--- src/rtl/digital_clock_pkg.sv ---
// Shared types and helpers for the parametrised digital clock.
package digital_clock_pkg;

  typedef struct packed {
    logic [4:0] hh;
    logic [5:0] mm;
    logic [5:0] ss;
  } time_t;

  localparam logic [4:0] MAX_HH = 5'd23;
  localparam logic [5:0] MAX_MM = 6'd59;
  localparam logic [5:0] MAX_SS = 6'd59;

  typedef enum logic {LD_IDLE, LD_BUSY} ld_state_e;

  // 0..63 -> {tens, ones}; tens found by threshold compare to avoid a divider
  function automatic logic [7:0] bin2bcd(input logic [5:0] bin);
    logic [3:0] tens;
    logic [3:0] ones;
    tens = 4'd0;
    for (int k = 1; k <= 6; k++)
      if (bin >= 6'(10 * k)) tens = 4'(k);
    ones = 4'(bin - 6'(tens) * 6'd10);
    return {tens, ones};
  endfunction

endpackage

--- src/rtl/clock_prescaler.sv ---
// Divides the system clock down to one wrap pulse per second while run is high.
module clock_prescaler #(
  parameter int TICKS_PER_SEC = 50_000_000,
  parameter int CNT_W         = $clog2(TICKS_PER_SEC)
) (
  input  logic clk,
  input  logic rst,
  input  logic run,
  input  logic clr,
  output logic wrap
);

  localparam logic [CNT_W-1:0] LAST = CNT_W'(TICKS_PER_SEC - 1);

  logic [CNT_W-1:0] cnt;

  // wrap flags the edge on which the counter rolls over, not the cycle after
  assign wrap = run && (cnt == LAST);

  always_ff @(posedge clk) begin
    if (rst)      cnt <= '0;
    else if (clr) cnt <= '0;
    else if (run) cnt <= wrap ? '0 : cnt + CNT_W'(1);
  end

endmodule

--- src/rtl/digital_clock_param.sv ---
// hh:mm:ss clock with prescaler, checked time loads, 12/24h BCD display.
// Optional alarm compare enabled by defining DIGITAL_CLOCK_ALARM_EN.
module digital_clock_param
  import digital_clock_pkg::*;
#(
  parameter int TICKS_PER_SEC = 50_000_000,
  parameter int CNT_W         = $clog2(TICKS_PER_SEC)
) (
  input  logic        clk,
  input  logic        rst,
  input  logic        run,
  input  logic        mode_12h,
  input  logic        load_valid,
  input  logic [16:0] load_time,
  output logic        load_ready,
  output logic        load_err,
  output logic        tick_1hz,
  output logic [3:0]  sec_1s,
  output logic [3:0]  sec_10s,
  output logic [3:0]  min_1s,
  output logic [3:0]  min_10s,
  output logic [3:0]  hr_1s,
  output logic [3:0]  hr_10s,
  output logic        pm,
  input  logic        alarm_set,
  input  logic [10:0] alarm_time,
  input  logic        alarm_arm,
  input  logic        alarm_ack,
  output logic        alarm_irq
);

  time_t     cur, nxt_inc, ld;
  ld_state_e state, state_nxt;
  logic      wrap, ld_ok, accept, do_load, inc;
  logic [5:0] hh_disp;

  assign ld      = time_t'(load_time);
  assign ld_ok   = (ld.hh <= MAX_HH) && (ld.mm <= MAX_MM) && (ld.ss <= MAX_SS);
  assign accept  = load_valid && load_ready;
  assign do_load = accept && ld_ok;
  // a valid load on the wrap edge swallows that second
  assign inc     = wrap && !do_load;

  clock_prescaler #(.TICKS_PER_SEC(TICKS_PER_SEC), .CNT_W(CNT_W)) u_presc (
    .clk  (clk),
    .rst  (rst),
    .run  (run),
    .clr  (do_load),
    .wrap (wrap)
  );

  always_ff @(posedge clk) begin
    if (rst) state <= LD_IDLE;
    else     state <= state_nxt;
  end

  always_comb begin
    state_nxt = state;
    case (state)
      LD_IDLE: if (load_valid) state_nxt = LD_BUSY;
      LD_BUSY: state_nxt = LD_IDLE;
      default: state_nxt = LD_IDLE;
    endcase
  end

  assign load_ready = (state == LD_IDLE);

  always_comb begin
    nxt_inc = cur;
    if (cur.ss == MAX_SS) begin
      nxt_inc.ss = '0;
      if (cur.mm == MAX_MM) begin
        nxt_inc.mm = '0;
        nxt_inc.hh = (cur.hh == MAX_HH) ? '0 : cur.hh + 5'd1;
      end else begin
        nxt_inc.mm = cur.mm + 6'd1;
      end
    end else begin
      nxt_inc.ss = cur.ss + 6'd1;
    end
  end

  always_ff @(posedge clk) begin
    if (rst) begin
      cur      <= '0;
      tick_1hz <= 1'b0;
      load_err <= 1'b0;
    end else begin
      tick_1hz <= inc;
      if (do_load)  cur <= ld;
      else if (inc) cur <= nxt_inc;
      if (accept)   load_err <= !ld_ok;
    end
  end

  always_comb begin
    hh_disp = {1'b0, cur.hh};
    if (mode_12h) begin
      if (cur.hh == 5'd0)       hh_disp = 6'd12;
      else if (cur.hh > 5'd12)  hh_disp = 6'(cur.hh) - 6'd12;
    end
  end

  assign pm                = (cur.hh >= 5'd12);
  assign {hr_10s, hr_1s}   = bin2bcd(hh_disp);
  assign {min_10s, min_1s} = bin2bcd(cur.mm);
  assign {sec_10s, sec_1s} = bin2bcd(cur.ss);

`ifdef DIGITAL_CLOCK_ALARM_EN
  logic [4:0] al_hh;
  logic [5:0] al_mm;
  logic       irq;
  logic       set_ok, al_hit;

  assign set_ok = (alarm_time[10:6] <= MAX_HH) && (alarm_time[5:0] <= MAX_MM);
  // only counting into hh:mm:00 fires; loads never do
  assign al_hit = inc && alarm_arm && (nxt_inc.ss == 6'd0) &&
                  (nxt_inc.hh == al_hh) && (nxt_inc.mm == al_mm);

  always_ff @(posedge clk) begin
    if (rst) begin
      al_hh <= '0;
      al_mm <= '0;
      irq   <= 1'b0;
    end else begin
      if (alarm_set && set_ok) {al_hh, al_mm} <= alarm_time;
      if (al_hit)              irq <= 1'b1;
      else if (alarm_ack)      irq <= 1'b0;
    end
  end

  assign alarm_irq = irq;
`else
  logic unused_alarm;
  assign unused_alarm = ^{alarm_set, alarm_time, alarm_arm, alarm_ack};
  assign alarm_irq    = 1'b0;
`endif

endmodule

--- config.mk ---
export PLATFORM = sky130hd
export DESIGN_NAME = digital_clock_param
export DESIGN_NICKNAME = d
export VERILOG_FILES = /design/src/rtl/digital_clock_pkg.sv /design/src/rtl/clock_prescaler.sv /design/src/rtl/digital_clock_param.sv
export SDC_FILE = /design/constraint.sdc
export NUM_CORES = 1
export LEC_CHECK = 0
export BUFFER_PORTS_ARGS = -buffer_cell sky130_fd_sc_hd__buf_4
export CAP_MARGIN = 20
export CORE_MARGIN = 4
export CORE_UTILIZATION = 50
export DETAILED_ROUTE_END_ITERATION = 8
export PLACE_DENSITY = 0.76
export SLEW_MARGIN = 20
export SYNTH_ARGS = -nofsm -noshare
export SYNTH_HDL_FRONTEND = slang
export SYNTH_SLANG_ARGS = --single-unit
export TNS_END_PERCENT = 1
--- constraint.sdc ---
create_clock -name clk -period 4.4 [get_ports clk]
set_input_delay 0 -clock clk [delete_from_list [all_inputs] [get_ports clk]]
set_output_delay 0 -clock clk [all_outputs]
set_load 0.01 [all_outputs]
# Word-level counts from Yosys, hierarchy flattened

Cells that the tools add are included.

Add/subtract/negate cells: 8
Multiply operators: 3
$lt $le $gt $ge: 23
Equality and inequality tests: 4
Multiplexer cells: 31
Bitwise logic cells: 1
Reduce and logical (&&, ||, !) cells: 15

Operators with widths:

| cell                                                  | number |
|---|---|
| 2-to-1 mux 4 bit                                      | 15 |
| >= comparator 6 bit, second input constant            | 9 |
| >= comparator 6 x 5 -> 1 bit, second input constant   | 6 |
| 2-to-1 mux 17 bit                                     | 2 |
| 2-to-1 mux 6 bit                                      | 5 |
| adder 26 x 1 -> 26 bit, second input constant         | 1 |
| equality test 26 bit, second input constant           | 1 |
| 2-to-1 mux 26 bit                                     | 1 |
| >= comparator 6 x 4 -> 1 bit, second input constant   | 3 |
| adder 6 x 1 -> 6 bit, second input constant           | 2 |
| equality test 6 bit, second input constant            | 2 |
| less-or-equal comparator 6 bit, second input constant | 2 |
| multiplier 4 x 3 -> 3 bit, second input constant      | 3 |
| subtractor 4 bit                                      | 3 |
| 2-to-1 mux 11 bit                                     | 1 |
| 2-to-1 mux 5 bit                                      | 2 |
| logical AND 1 bit                                     | 6 |
| nonzero test 2 bit                                    | 3 |
| subtractor 5 x 4 -> 6 bit, second input constant      | 1 |
| adder 5 x 1 -> 5 bit, second input constant           | 1 |
| equality test 5 bit, second input constant            | 1 |
| >= comparator 5 x 4 -> 1 bit, second input constant   | 1 |
| > comparator 5 x 4 -> 1 bit, second input constant    | 1 |
| less-or-equal comparator 5 bit, second input constant | 1 |
| 8 further kinds                                       | 12 |

Bits in registers: 46
Bits of input ports: 36
Output and inout port bits: 29
Logic and storage cells: 92

# Depth between registers and ports, before layout

Depth in word-level cells: 13
Depth in mapped cells: 14
Mapped depth without buffers: 13

# By module

A second synthesis with hierarchy kept.

Cell total of the unflattened synthesis: 438
Area, all modules: 3,394.5 µm²

By module, submodules not included:

| module              | instances | cells an instance | area each (µm²) | sequential area each (µm²) |
|---|---|---|---|---|
| digital_clock_param | 1         | 282               | 2,050.7         | 400.4 |
| clock_prescaler     | 1         | 156               | 1,343.8         | 520.5 |

# Worst setup path after synthesis

OpenSTA, ideal clock, no wires.

Kind: reg-to-output
From: register cur[14] (netlist bit)
To: output port hr_1s[3]
Arrival time: 2.986 ns
Data required time: 4.400 ns
Setup slack: 1.414 ns
Cell stages (with the launch flop): 15
Cells stage by stage: dfxtp_1 > clkbuf_1 > inv_1 > ha_1 > nand2_1 > a21oi_1 > a211oi_1 > nor3_1 > a211oi_1 > ha_1 > inv_1 > fa_1 > inv_1 > or3_1 > nand4_1

Longest elaborated chain between the ends: 13

RTL lines:

| what                                                                            | RTL line                   | RTL |
|---|---|---|
| start, declared                                                                 | digital_clock_param.sv:32  | `time_t cur, nxt_inc, ld;` |
| start signal, assigned                                                          | digital_clock_param.sv:90  | `if (do_load) cur <= ld;` |
| start signal, assigned                                                          | digital_clock_param.sv:91  | `else if (inc) cur <= nxt_inc;` |
| subtractor 5 x 4 -> 6 bit / > comparator 5 x 4 -> 1 bit (equally long branches) | digital_clock_param.sv:100 | `else if (cur.hh > 5'd12) hh_disp = 6'(cur.hh) - 6'd12;` |
| 2-to-1 mux 6 bit                                                                | digital_clock_param.sv:100 |  |
| 2-to-1 mux 6 bit                                                                | digital_clock_param.sv:99  | `if (cur.hh == 5'd0) hh_disp = 6'd12;` |
| 2-to-1 mux 6 bit (*)                                                            | digital_clock_param.sv:98  | `if (mode_12h) begin` |
| >= comparator 6 x 4 -> 1 bit                                                    | digital_clock_pkg.sv:22    | `if (bin >= 6'(10 * k)) tens = 4'(k);` |
| 2-to-1 mux 1 bit                                                                | digital_clock_pkg.sv:22    |  |
| 2-to-1 mux 4 bit (4 in a row)                                                   | digital_clock_pkg.sv:22    |  |
| 2-to-1 mux 4 bit (*)                                                            | digital_clock_pkg.sv:22    |  |
| named net hr_10s[0]                                                             | digital_clock_param.sv:23  | `output logic [3:0] hr_10s,` |
| multiplier 4 x 3 -> 3 bit (*)                                                   | digital_clock_pkg.sv:23    | `ones = 4'(bin - 6'(tens) * 6'd10);` |
| subtractor 4 bit (*)                                                            | digital_clock_pkg.sv:23    |  |
| end, declared                                                                   | digital_clock_param.sv:22  | `output logic [3:0] hr_1s,` |

Mark *: on every way through the listed nets, which the timed path passes. The rest lies on a longest branch.

# Final worst setup path

From: register cur[14] (netlist bit)
To: output port hr_1s[3]

Longest elaborated chain between the ends: 13

RTL lines:

| what                                                                            | RTL line |
|---|---|
| subtractor 5 x 4 -> 6 bit / > comparator 5 x 4 -> 1 bit (equally long branches) | digital_clock_param.sv:100 |
| 2-to-1 mux 6 bit                                                                | digital_clock_param.sv:100 |
| 2-to-1 mux 6 bit                                                                | digital_clock_param.sv:99 |
| 2-to-1 mux 6 bit (*)                                                            | digital_clock_param.sv:98 |
| >= comparator 6 x 4 -> 1 bit                                                    | digital_clock_pkg.sv:22 |
| 2-to-1 mux 1 bit                                                                | digital_clock_pkg.sv:22 |
| 2-to-1 mux 4 bit (5 in a row)                                                   | digital_clock_pkg.sv:22 |
| multiplier 4 x 3 -> 3 bit                                                       | digital_clock_pkg.sv:23 |
| subtractor 4 bit (*)                                                            | digital_clock_pkg.sv:23 |

Every way passes the cells marked *; elsewhere a longest branch is shown, timed or not.

==> run_results.csv <==
group,metric,value,unit
setup_path,cpMaxStageDelayCell,"dfxtp_1",
layout,fin_area,3800,µm²
sta,max_slew.worst_pin.slew,0.859,ns
floorplan,start_util,51.6,%
sta,setup_violations,0,
setup_path,crit_chain,"ha_1 > nand2b_1 > a21bo_2 > a211oi_1 > nor3_1 > a211oi_1 > ha_1 > inv_1 > fa_1 > inv_1 > or4_1 > nand4_1 > buf_4",
detailed_routing,highest_layer,"met4",
detailed_routing,drc,0,
floorplan,core-area,6390,µm²
sta,tns,0,ns
placement,place_ws,1.20,ns
setup_path,critPathKind,"reg2out",
pwr,p_per_area,272,nW/µm²
detailed_routing,drtIter0Drc,143,
layout,drive_gt1_share,13.9,%
global_route,antenna_found_initial,0,
pwr,power_leakage,1.49,nW
placement,port_buffers,46,
synth,synth_top_flop_cell,"dfxtp_1",
global_route,grt_pass1_wl,13000,µm
placement,placed_cell_area,3630,µm²
setup_path,max_stage_delay,0.57,ns
pwr,power_switching,0.305,mW
placement,gp_congestion,0.807,
floorplan,die_area,7960,µm²
placement,place.detailed.hpwl,5560,µm
global_route,overflow,0,
synth,ys_warn_count,0,
clock_tree,cts_tree,"built",
synth,syn_area,3300,µm²
synth,yosysSeqAreaShare,27.9,%
hold_path,hold_start,"load_time[5]",
layout,syn2layout_area_growth,15.3,%
sta,max_slew_margin,42.6,%
clock_tree,clk_pin_slew_worst_paths,0.10,ns
synth,syn_inst,428,
clock_tree,cts_root_buf,"clkbuf_8",
sta,final_max_slew_viol_count,0,
clock_tree,cts_buffer_depth,2,
sta,fin_crit,3.52,ns
hold_path,hold_class,"in2reg",
run_status,status,"completed",
synth,async_flop_share,0,%
pwr,p_comb_share,25.7,%
setup_path,r2r_cells,6,
detailed_routing,via_per_inst,5.75,
detailed_routing,wl_met2,3430,µm
detailed_routing,ant_nets,0,
hold_path,min_path_cells,3,
setup_path,path_buf_inv,3,
job,max_cap_viol_count,0,
layout,nNetsFinal,521,
detailed_routing,met3_length,375,µm
detailed_routing,drt-total-wl,7460,µm
sta,rsz0062_at_grt,"no",
sta,finClkSkew,0.0159,ns
sta,fmax,284,MHz
setup_path,reg2reg_slack,2.07,ns
detailed_routing,vias,3135,
setup_path,start_kind,"register",
pwr,worst_ir_drop_vdd,0.248,mV
floorplan,die_w,89.2,µm
synth,yosys_register_bits,46,
pwr,power.share.clock,29.9,%
clock_tree,clk_latency,0.30,ns
layout,insertedDiodeCount,0,
setup_path,cp.arrival,3.52,ns
floorplan,die_h,89.2,µm
sta,hold_viol,0,
synth,synth_area_per_cell,7.70,µm²
pwr,internal_power,0.730,mW
synth,synth_cell_types,63,
detailed_routing,firstDrtPassIters,4,
clock_tree,clkSinkCount,46,
setup_path,cp-end-kind,"primary output",
clock_tree,cts_max_level,2,
hold_path,worstHoldEndpoint,"cur[5]",
setup_path,rr_startpoint,"u_presc.cnt[0]",
floorplan,num_io_pins,65,
synth,synth-edff-count,0,
sta,fin_crit_sh,80.1,%
detailed_routing,post_drt_wl_per_cell,13.7,µm
setup_path,critPathTopFamily,"compound AO/OA/AOI/OAI gates",
pwr,power.share.sequential,44.4,%
clock_tree,cts_inserted_buffers,5,
setup_path,worst_ep_required_time,4.40,ns
pwr,switching_share,29.5,%
global_route,grt_pass1_vias,2873,
global_route,grt_use_total,20.0,%
sta,layout_setup_ws,0.875,ns
setup_path,critical_path.max_fanout,11,
layout,utilization,59.5,%
setup_path,r2r_end,"u_presc.cnt[19]",
floorplan,rows,29,
global_route,grt_start_max_net_pins,37,
detailed_routing,m1WireLength,3600,µm
## layout by cell type (no fill, tap or decap), types with 4 or more instances in the layout
cell            n
xnor2_1        14
nand2b_1       10
nor2_1         57
nor3_1          6
and3_1          6
dlygate4sd3_1   6
nand2_1        33
o21ai_0        13
conb_1          4
ha_1           15
nor2b_1         7
xor2_1         19
a211oi_1       14
dfxtp_1        46
nand3_1        32
buf_4          47
a21oi_1        12
a311oi_1        5
a31oi_1         4
clkbuf_8        5
nand4_1        15
and2_1          4
inv_1          26
and4_1          7
## worst reg2reg max path, delay by kind of cell, from the launching register on
kind                     cells  cell delay [ns]
flip-flops                   1             0.37
AND/OR/NAND/NOR              5             1.63
adder cells (fa/ha/maj)      1             0.26
## Yosys cell counts (10+ instances only)
cell,number,share of area [%]
o21ai_0,13,2.0
nand2b_1,10,1.9
nand2_1,33,3.8
xnor2_1,14,3.7
nand4_1,15,2.8
nand3_1,32,4.9
ha_1,15,5.7
a21oi_1,12,1.8
a211oi_1,14,3.2
xor2_1,19,5.0
clkbuf_1,14,1.6
dfxtp_1,46,28
nor2_1,57,6.5
inv_1,26,3.0
## repair_timing
action,4_1_cts,5_1_grt
buffers inserted,0,0
hold endpoints to repair,12,0
hold buffers,6,0
resized for setup,0,0
## registers in the layout (all words and copies together) (netlist names)
name         count
cur             17
state            1
tick_1hz         1
load_err         1
u_presc.cnt     26
## how the worst max path moves through the flow
stage | start | to | slack [ns] | depth (start not counted)
5_1_grt | cur[14] | hr_1s[3] | 0.47 | 13
4_1_cts | cur[14] | hr_1s[3] | 0.85 | 13
3_5_place_dp | cur[14] | hr_1s[3] | 1.20 | 13
2_1_floorplan | cur[14] | hr_1s[3] | 1.41 | 14
6_report | cur[14] | hr_1s[3] | 0.88 | 13
3_3_place_gp | cur[14] | hr_1s[3] | 1.22 | 13
## power groups by stage
stage / logic [mW] / clock network, mW / registers (mW)
2_1_floorplan: 0.182 / 0 / 0.453
3_3_place_gp: 0.257 / 0 / 0.467
3_5_place_dp: 0.265 / 0 / 0.468
4_1_cts: 0.270 / 0.318 / 0.458
5_1_grt: 0.300 / 0.333 / 0.463
6_report: 0.266 / 0.310 / 0.459
## metal layers
metal | vias up | global-route usage (%)
li1 | 1583 | -
met1 | 1469 | 27.2
met2 | 76 | 33.2
met3 | 7 | 3.59
met4 | 0 | 4.47
met5 | - | 0
## per-stage QoR
| stage | hold WS [ns] | total power [mW] | cells |
|---|---|---|---|
| floorplan | 0.154 | 0.636 | 431 |
| global route | 0.0326 | 1.10 | 545 |
| detailed placement | 0.284 | 0.733 | 531 |
| CTS | 0.0178 | 1.05 | 545 |
| global placement | 0.264 | 0.724 | 531 |
| finish | 0.0231 | 1.03 | 545 |
## area by class of cell
cell class	count	area, µm²
tap	77	96.3
timing repair buffer	53	413
clock inverter	3	40.0
inverter	26	97.6
multi-input combinational	335	2160
sequential	46	921
fill	609	2590
clock buffer	5	68.8
## cell families after synthesis
| group | after synthesis | synth area share [%] |
|---|---|---|
| DFF | 46 | 27.9 |
| and+or+nand+nor | 196 | 30.4 |
| adders and majority gates | 18 | 7.51 |
| other | 1 | 0.114 |
| muxes | 3 | 0.949 |
| xor gates and xnor gates | 33 | 8.77 |
| AOI/OAI and AO/OA | 81 | 17.5 |
| buffers and inverters | 50 | 6.79 |
Power figures use the tool's default switching activity.
